<file path="src/rtl/serial_tx_if.sv">
// rtl/serial_tx_if.sv - host write port, status flags and serial line of serial_tx
interface serial_tx_if;
    logic [7:0] tx_byte;
    logic       tx_wr;
    logic       tx_full;
    logic       tx_busy;
    logic       tx_ovf;
    logic       tx;

    modport master (
        output tx_byte,
        output tx_wr,
        input  tx_full,
        input  tx_busy,
        input  tx_ovf,
        input  tx
    );

    modport slave (
        input  tx_byte,
        input  tx_wr,
        output tx_full,
        output tx_busy,
        output tx_ovf,
        output tx
    );
endinterface

</file>
<file path="src/rtl/serial_tx.sv">
// rtl/serial_tx.sv - FIFO-buffered 8N1 UART transmitter (8E1 when SERIAL_TX_PARITY_EN is defined)
module serial_tx #(
    parameter int CLK_HZ  = 100_000_000,
    parameter int BAUD    = 115200,
    parameter int FIFO_AW = 2
) (
    input logic        clk,
    input logic        rst,
    serial_tx_if.slave bus
);
    localparam int DIV   = CLK_HZ / BAUD;
    localparam int CW    = $clog2(DIV);
    localparam int DEPTH = 2 ** FIFO_AW;

    localparam logic [CW-1:0]    BAUD_LOAD = CW'(DIV - 1);
    localparam logic [FIFO_AW:0] DEPTH_CNT = (FIFO_AW + 1)'(DEPTH);

    typedef enum logic [2:0] {
        S_IDLE,
        S_START,
        S_DATA,
        S_STOP
`ifdef SERIAL_TX_PARITY_EN
        , S_PARITY
`endif
    } state_t;

    logic [7:0]         mem [DEPTH];
    logic [FIFO_AW-1:0] wr_ptr;
    logic [FIFO_AW-1:0] rd_ptr;
    logic [FIFO_AW:0]   count;
    logic [FIFO_AW:0]   count_n;
    logic [7:0]         head;
    logic               push;
    logic               pop;
    logic               nonempty;

    state_t   state, state_n;
    logic [7:0]    shift, shift_n;
    logic [2:0]    bit_idx, bit_idx_n;
    logic [CW-1:0] baud, baud_n;
    logic          tick;
    logic          tx_n;
`ifdef SERIAL_TX_PARITY_EN
    logic          par, par_n;
`endif

    // Full is judged on the registered count, so a pop in the same cycle does not rescue a write.
    assign push     = bus.tx_wr && (count != DEPTH_CNT);
    assign nonempty = (count != '0);
    assign head     = mem[rd_ptr];
    assign tick     = (baud == '0);

    // Occupancy bookkeeping: simultaneous push and pop leaves the count unchanged.
    always_comb begin
        count_n = count;
        if (push && !pop) begin
            count_n = count + 1'b1;
        end else if (!push && pop) begin
            count_n = count - 1'b1;
        end
    end

    // FIFO storage; contents need no reset because the pointers define validity.
    always_ff @(posedge clk) begin
        if (push) begin
            mem[wr_ptr] <= bus.tx_byte;
        end
    end

    // FIFO pointers, count and the registered status flags.
    always_ff @(posedge clk) begin
        if (rst) begin
            wr_ptr      <= '0;
            rd_ptr      <= '0;
            count       <= '0;
            bus.tx_full <= 1'b0;
            bus.tx_ovf  <= 1'b0;
            bus.tx_busy <= 1'b0;
        end else begin
            if (push) begin
                wr_ptr <= wr_ptr + 1'b1;
            end
            if (pop) begin
                rd_ptr <= rd_ptr + 1'b1;
            end
            count       <= count_n;
            bus.tx_full <= (count_n == DEPTH_CNT);
            bus.tx_ovf  <= bus.tx_wr && (count == DEPTH_CNT);
            bus.tx_busy <= (state != S_IDLE) || nonempty;
        end
    end

    // Frame sequencer state, shifter, bit index, baud counter and registered line.
    always_ff @(posedge clk) begin
        if (rst) begin
            state   <= S_IDLE;
            shift   <= '0;
            bit_idx <= '0;
            baud    <= '0;
            bus.tx  <= 1'b1;
`ifdef SERIAL_TX_PARITY_EN
            par     <= 1'b0;
`endif
        end else begin
            state   <= state_n;
            shift   <= shift_n;
            bit_idx <= bit_idx_n;
            baud    <= baud_n;
            bus.tx  <= tx_n;
`ifdef SERIAL_TX_PARITY_EN
            par     <= par_n;
`endif
        end
    end

    // Next-state logic; the line value is derived from the next state so tx changes on the same edge as the state.
    always_comb begin
        state_n   = state;
        shift_n   = shift;
        bit_idx_n = bit_idx;
        baud_n    = baud;
        pop       = 1'b0;
        tx_n      = 1'b1;
`ifdef SERIAL_TX_PARITY_EN
        par_n     = par;
`endif
        if (state != S_IDLE) begin
            baud_n = tick ? BAUD_LOAD : baud - 1'b1;
        end

        case (state)
            S_IDLE: begin
                if (nonempty) begin
                    pop     = 1'b1;
                    shift_n = head;
                    baud_n  = BAUD_LOAD;
                    state_n = S_START;
`ifdef SERIAL_TX_PARITY_EN
                    par_n   = ^head;
`endif
                end
            end
            S_START: begin
                if (tick) begin
                    state_n   = S_DATA;
                    bit_idx_n = 3'd0;
                end
            end
            S_DATA: begin
                if (tick) begin
                    shift_n   = {1'b0, shift[7:1]};
                    bit_idx_n = bit_idx + 1'b1;
                    if (bit_idx == 3'd7) begin
`ifdef SERIAL_TX_PARITY_EN
                        state_n = S_PARITY;
`else
                        state_n = S_STOP;
`endif
                    end
                end
            end
`ifdef SERIAL_TX_PARITY_EN
            S_PARITY: begin
                if (tick) begin
                    state_n = S_STOP;
                end
            end
`endif
            S_STOP: begin
                if (tick) begin
                    if (nonempty) begin
                        pop     = 1'b1;
                        shift_n = head;
                        state_n = S_START;
`ifdef SERIAL_TX_PARITY_EN
                        par_n   = ^head;
`endif
                    end else begin
                        state_n = S_IDLE;
                    end
                end
            end
            default: state_n = S_IDLE;
        endcase

        case (state_n)
            S_START:  tx_n = 1'b0;
            S_DATA:   tx_n = shift_n[0];
`ifdef SERIAL_TX_PARITY_EN
            S_PARITY: tx_n = par_n;
`endif
            default:  tx_n = 1'b1;
        endcase
    end
endmodule

</file>
<file path="src/flat_wrapper.sv">
// flat-port wrapper written by rule: the top's interface ports become plain ports
module serial_tx_flat 
#(
    parameter int CLK_HZ  = 100_000_000,
    parameter int BAUD    = 115200,
    parameter int FIFO_AW = 2
)
  (clk, rst, bus_tx_byte, bus_tx_wr, bus_tx_full, bus_tx_busy, bus_tx_ovf, bus_tx);
  serial_tx_if bus_i ();
  input logic clk;
  input logic rst;
  input wire logic [$bits(bus_i.tx_byte)-1:0] bus_tx_byte;
  input wire logic [$bits(bus_i.tx_wr)-1:0] bus_tx_wr;
  output wire logic [$bits(bus_i.tx_full)-1:0] bus_tx_full;
  output wire logic [$bits(bus_i.tx_busy)-1:0] bus_tx_busy;
  output wire logic [$bits(bus_i.tx_ovf)-1:0] bus_tx_ovf;
  output wire logic [$bits(bus_i.tx)-1:0] bus_tx;
  assign bus_i.tx_byte = bus_tx_byte;
  assign bus_i.tx_wr = bus_tx_wr;
  assign bus_tx_full = bus_i.tx_full;
  assign bus_tx_busy = bus_i.tx_busy;
  assign bus_tx_ovf = bus_i.tx_ovf;
  assign bus_tx = bus_i.tx;
  serial_tx #(.CLK_HZ(CLK_HZ), .BAUD(BAUD), .FIFO_AW(FIFO_AW)) u_core (.clk(clk), .rst(rst), .bus(bus_i));
endmodule
</file>
<file path="config.mk">
export PLATFORM = sky130hd
export DESIGN_NAME = serial_tx_flat
export DESIGN_NICKNAME = d
export VERILOG_FILES = /design/src/rtl/serial_tx_if.sv /design/src/rtl/serial_tx.sv /design/src/flat_wrapper.sv
export SDC_FILE = /design/constraint.sdc
export NUM_CORES = 1
export LEC_CHECK = 0
export CORE_AREA = 8 8 100 120
export CTS_BUF_LIST = sky130_fd_sc_hd__clkbuf_16
export CTS_CLUSTER_DIAMETER = 150
export CTS_CLUSTER_SIZE = 10
export DETAILED_ROUTE_END_ITERATION = 6
export DIE_AREA = 0 0 108 128
export PLACE_DENSITY = 0.53
export SYNTH_ARGS = -nofsm -noshare
export SYNTH_HDL_FRONTEND = slang
export SYNTH_SLANG_ARGS = --single-unit
export TNS_END_PERCENT = 10
</file>
<file path="constraint.sdc">
create_clock -name clk -period 2.15 [get_ports clk]
set_input_delay 0.215 -clock clk [delete_from_list [all_inputs] [get_ports clk]]
set_output_delay 0.215 -clock clk [all_outputs]
set_load 0.1 [all_outputs]
</file>
# Word level (Yosys, flattened, before mapping)
# Memory sizes are Yosys's and may differ from the RTL's. A register that Yosys moved wholly into a read port is not among the register bits.
# Cells that the tools add are included.
# word_totals
n_memories,1
ramBits,32
register_bits,35
wordCells,74
out_inout_bits,4
input_bits,11
# memory_table
memory,depth,width,rd,rd_clocked_by_memory_dff,write_ports,line,text
u_core.mem,4,8,1,1,1,serial_tx.sv:28,logic [7:0] mem [DEPTH];
# classes
reduce_logical,15
add_sub_neg,6
eq_ne,12
mux,28
# op_table
op,n
2-to-1 mux 10 bit,4
2-to-1 mux 3 bit,9
2-to-1 mux 8 bit,3
one-hot mux 8 bit (3 select lines),1
one-hot mux 3 bit (4 select lines),1
zero test 10 bit,1
"subtractor 10 x 1 -> 10 bit, second input constant",1
"equality test 3 x 2 -> 1 bit, second input constant",3
"equality test 3 bit, second input constant",3
nonzero test 3 bit,3
"adder 3 x 1 -> 3 bit, second input constant",2
"equality test 3 x 1 -> 1 bit, second input constant",2
"inequality test 2 x 1 -> 1 bit, second input constant",3
one-hot mux 3 bit (2 select lines),1
AND reduction 3 bit,2
2-to-1 mux 1 bit,5
"adder 2 x 1 -> 2 bit, second input constant",2
logical AND 1 bit,4
2-to-1 mux 2 bit,2
one-hot mux 1 bit (2 select lines),2
zero test 3 bit,1
"inequality test 3 bit, second input constant",1
"subtractor 3 x 1 -> 3 bit, second input constant",1
zero test 1 bit,2
2 further kinds,2

# Longest topological paths before layout
# depth
ltp_word,8
ltp_mapped,8
depth_no_buf,7

# Least setup slack after synthesis
# OpenSTA, ideal clock, no wires.
# synth_path
kind,register to register
from,register u_core.baud[0]
to,register u_core.bus.tx_full
required_ns,2.071
arrival_ns,1.873
setup_time_ns,0.079
setup_slack_ns,0.197
stages_incl_launch_ff,8
synth_period_minus_slack_ns,1.953
path_buffers,0
cell_sequence,dfxtp_1 > inv_1 > ha_1 > nor4b_4 > nand4_2 > a211o_1 > o22a_1 > a211oi_2
# synth_via
elab_chain_cells,7
word_cells_on_any_way,9
cone_classes,eq/ne (1); mux (4); reduce/logical (4)
# synth_lines
element,line,text
from (decl),serial_tx.sv:41,"logic [CW-1:0] baud, baud_n;"
from (signal assigned),serial_tx.sv:109,baud <= baud_n;
zero test 10 bit (*),serial_tx.sv:52,assign tick = (baud == '0);
2-to-1 mux 1 bit (*),serial_tx.sv:171,if (tick) begin
one-hot mux 1 bit (2 select lines) (*),serial_tx.sv:132,case (state)
logical AND 1 bit / zero test 1 bit (equally long branches),"serial_tx.sv:59, serial_tx.sv:57",
2-to-1 mux 3 bit / logical AND 1 bit (equally long branches),"serial_tx.sv:59, serial_tx.sv:57",
2-to-1 mux 3 bit (*),serial_tx.sv:57,if (push && !pop) begin
equality test 3 bit (*),serial_tx.sv:88,bus.tx_full <= (count_n == DEPTH_CNT);
to (signal assigned),serial_tx.sv:88,
to (decl),serial_tx_if.sv:22,"output tx_full,"
# Mark *: on every way between the ends. The rest lies on a longest branch, timed or not.
# A chain may end at the register's enable or synchronous reset.

# Worst setup path in the final report
# layout_path
from,register u_core.baud[0]
to,register u_core.bus.tx
# layout_via
elab_chain_cells,5
word_cells_on_any_way,11
cone_classes,eq/ne (2); mux (8); reduce/logical (1)
# layout_lines
element,line,text
zero test 10 bit (*),serial_tx.sv:52,
"2-to-1 mux 3 bit, on equally long branches","serial_tx.sv:171, serial_tx.sv:145, serial_tx.sv:151",
one-hot mux 3 bit (4 select lines),serial_tx.sv:132,
equality test 3 x 2 -> 1 bit / equality test 3 x 1 -> 1 bit (equally long branches),serial_tx.sv:187,case (state_n)
one-hot mux 1 bit (2 select lines) (*),serial_tx.sv:187,
to (signal assigned),serial_tx.sv:110,bus.tx <= tx_n;
to (decl),serial_tx_if.sv:25,output tx
# Mark *: on every way between the ends. The rest lies on a longest branch, timed or not. The select of a mux whose other input is x is not followed.

==> flow_summary_export.csv <==
group,metric,value,unit
cts,ctsHoldBuffers,0,
critical_path,end_kind,"register",
critical_path,cp.required,2.37,ns
critical_path,arrival,2.26,ns
place,gp_congestion,0.789,
layout,post-route-util,37.4,%
critical_path,path_max_fanout,5,
global_routing,grt-ovfl-total,0,
critical_path,cp_top_family,"simple AND/OR/NAND/NOR gates",
critical_path,worst-path-buf-inv,1,
cts,insertion_delay,0.34,ns
critical_path,start_kind,"register",
pwr,p_clk_share,29.6,%
cts,cts_max_path_buffers,2,
synthesis,synth_compound_area_share,12.9,%
floorplan,start_util,30.6,%
cts,cts_buffers,9,
floorplan,rows,41,
place,placed_cell_area,3510,um2
synthesis,yosysSeqAreaShare,54.6,%
timing,rsz0062_at_grt,"yes",
pwr,power.share.combinational,33.0,%
synthesis,synth_edf_count,32,
place,dp.cells,414,
layout,drive_gt1_share,21.9,%
routing,routedWlPerCell,14.3,um
timing,fin_crit,2.04,ns
place,dp.final_hpwl,4.32,mm
routing,drt_iter0_markers,102,
synthesis,synth_simple_gate_area_share,17.1,%
floorplan,ios,15,
timing,finalSetupViolCount,0,
synthesis,synth.distinct_cells,53,
routing,drt-vias-per-instance,5.05,
layout,diodes,0,
critical_path,path_cells,"inv_1 -> ha_1 -> or4b_4 -> o31ai_1 -> o31ai_1 -> nor4b_1 -> o21ai_1",
routing,ant_nets,0,
layout,fin_nets,317,
run_status,status,"finished, final reports clean",
critical_path,cpMostUsedCell,"o31ai_1",
layout,area_growth_syn_to_layout,22.3,%
synthesis,synthAdderAreaFrac,4.01,%
timing,hold_slack,0.497,ns
global_routing,track_usage,9.82,%
routing,route.vias.total,2170,
pwr,p_int,0.00318,W
pwr,p_sw_share,35.6,%
synthesis,yosys_warnings,0,
routing,drc,0,
synthesis,async_flop_share,0,%
pwr,max-vdd-ir-drop,0.576,mV
timing,clock.fmax,0.491,GHz
layout,fin_cells,430,
global_routing,antenna_found_initial,0,
cts,cts-root-buf,"clkbuf_16",
cts,cts-htree-levels,3,
pwr,p_seq_share,37.4,%
timing,period_share,94.8,%
pwr,leakagePower,1.37,nW
synthesis,muxShareOfSynthArea,6.42,%
global_routing,grt_pass1_vias,2177,
critical_path,max_stage_delay,0.52,ns
synthesis,synth_top_family_by_area,"simple AND/OR/NAND/NOR gates",
floorplan,fp.coreArea,10200,um2
pwr,switchingPower,0.00176,W
pwr,power,0.00495,W
routing,dr.pass1.iters,4,
synthesis,synthCells,265,
layout,stdcell_area,3810,um2
routing,routed_wl,6.15,mm
pwr,powerDensity,1300,nW/um2
global_routing,grt_max_degree,34,
cts,path_clk_slew,0.06,ns
synthesis,syn_nets,286,
place,port_buffers,14,
critical_path,critical-path-slowest-cell,"or4b_4",
floorplan,die_w,108,um
synthesis,avgSynthCellArea,11.8,um2
timing,hold_viol,0,
timing,skew,0.00829,ns
floorplan,die_area,13800,um2
flow_run,maxCapViolations,0,
worst_hold_path,holdCritPathClass,"register to register",
synthesis,syn_area,3120,um2
synthesis,synthXorXnorAreaFrac,1.97,%
synthesis,synth_top_flop_cell,"dfxtp_1",
cts,cts_tree,"done",
critical_path,path_class,"register to register",
cts,cts.sinks,69,
synthesis,ys_ff_latch,69,
timing,drv_slew,0,
global_routing,grt_pass1_wl,10.5,mm
floorplan,die_height,128,um
-- final timing paths --
| check | from | slack, ns | end | cells after the start |
|---|---|---|---|---|
| worst max-delay path | u_core.baud[0] | 0.11 | u_core.bus.tx | 7 |
| worst min-delay path | u_core.rd_ptr[1] | 0.50 | u_core.rd_ptr[1] | 2 |
| worst max register to register | u_core.baud[0] | 0.11 | u_core.bus.tx | 7 |
| worst min register to register | u_core.rd_ptr[1] | 0.50 | u_core.rd_ptr[1] | 2 |
-- layer usage --
metal  routed length [um]  track usage [%]  vias to the layer above
li1                     -                -                     1070
met1                 2760             11.5                     1051
met2                 3070             15.5                       37
met3                  168             2.26                       12
met4                  156             6.71                        0
met5                    0                0                        -
-- repair_timing --
item                                    CTS  global route
endpoints found under the setup margin    0             5
resized for setup                         0             1
setup buffers                             0             0
-- logic make-up (layout without fill, tap and decap cells) --
logic type,count (synthesis),after routing
AOI/OAI and AO/OA,58,58
xor gates and xnor gates,7,7
adders and majority gates,10,10
buffers and inverters,23,59
DFF,69,69
muxes,10,10
other,1,1
and+or+nand+nor,87,87
-- worst register-to-register path: cells and delay by family (launching register included) --
family          cells  cell delay [ns]
flops               1             0.34
simple gates        2             0.85
fa+ha+maj           1             0.18
buf+inv             1             0.06
compound gates      3             0.49
-- flip-flops by register name (all words and copies together), names as in the netlist, 2 cells and up, named ones only --
name            cells
u_core.mem         32
u_core.wr_ptr       2
u_core.count        3
u_core.bit_idx      3
u_core.rd_ptr       2
u_core.state        3
u_core.baud        10
u_core.shift        8
-- final cells by class --
class	instances	area, um2
multi-input cells	173	1330
clock inverters	7	73.8
flip-flops and latches	69	1700
well taps	129	161
repair buffers	32	278
inverters	11	41.3
fillers	965	6390
clock buffers	9	225
-- cell usage after synthesis, types with 3 or more instances --
master / number / area, um2
mux4_2: 8 / 180
o22ai_1: 5 / 31.3
a311oi_1: 3 / 26.3
nand3_1: 3 / 15.0
nand4_1: 3 / 18.8
nand2_1: 9 / 33.8
clkbuf_1: 6 / 22.5
a22oi_1: 3 / 22.5
nor3_1: 8 / 40.0
dfxtp_1: 37 / 741
inv_1: 11 / 41.3
nand2b_1: 3 / 18.8
a21oi_1: 16 / 80.1
a211oi_1: 5 / 37.5
edfxtp_1: 32 / 961
ha_1: 10 / 125
nor3_2: 8 / 80.1
buf_2: 4 / 20.0
xnor2_1: 6 / 52.6
nor2_1: 28 / 105
a31oi_1: 4 / 25.0
o21ai_0: 5 / 25.0
and3_1: 6 / 37.5
or3_1: 4 / 25.0
-- power groups by stage --
| stage | clock (W) | sequential (W) | combinational, W |
|---|---|---|---|
| after global placement | 0 | 0.00187 | 0.00164 |
| final | 0.00146 | 0.00185 | 0.00163 |
| after global routing | 0.00154 | 0.00189 | 0.00183 |
| after CTS | 0.00150 | 0.00185 | 0.00165 |
| after detailed placement | 0 | 0.00188 | 0.00165 |
| after floorplan | 0 | 0.00190 | 0.00111 |
-- placed cells by master, fill, tap and decap left out, types with 2 or more instances in the layout --
cell type,count
dfxtp_1,37
edfxtp_1,32
nor2_1,28
buf_4,21
a21oi_1,16
inv_1,11
ha_1,10
clkdlybuf4s50_1,10
nand2_1,9
clkbuf_16,9
mux4_2,8
nor3_2,8
nor3_1,8
and3_1,6
xnor2_1,6
o21ai_0,5
o22ai_1,5
a211oi_1,5
or3_1,4
a31oi_1,4
inv_6,4
nand2b_1,3
nand3_1,3
nand4_1,3
a22oi_1,3
a311oi_1,3
and4_1,2
nor2b_1,2
mux2i_1,2
a21o_1,2
nand4b_1,2
o31ai_1,2
o21a_1,2
inv_8,2
-- through the flow --
| stage | worst slack [ns] | TNS [ns] |
|---|---|---|
| 2_1_floorplan | 0.197 | 0 |
| 3_3_place_gp | 0.145 | 0 |
| 3_5_place_dp | 0.134 | 0 |
| 4_1_cts | 0.105 | 0 |
| 5_1_grt | -0.0142 | -0.0383 |
| 6_report | 0.112 | 0 |
Power figures use the tool's default switching activity.
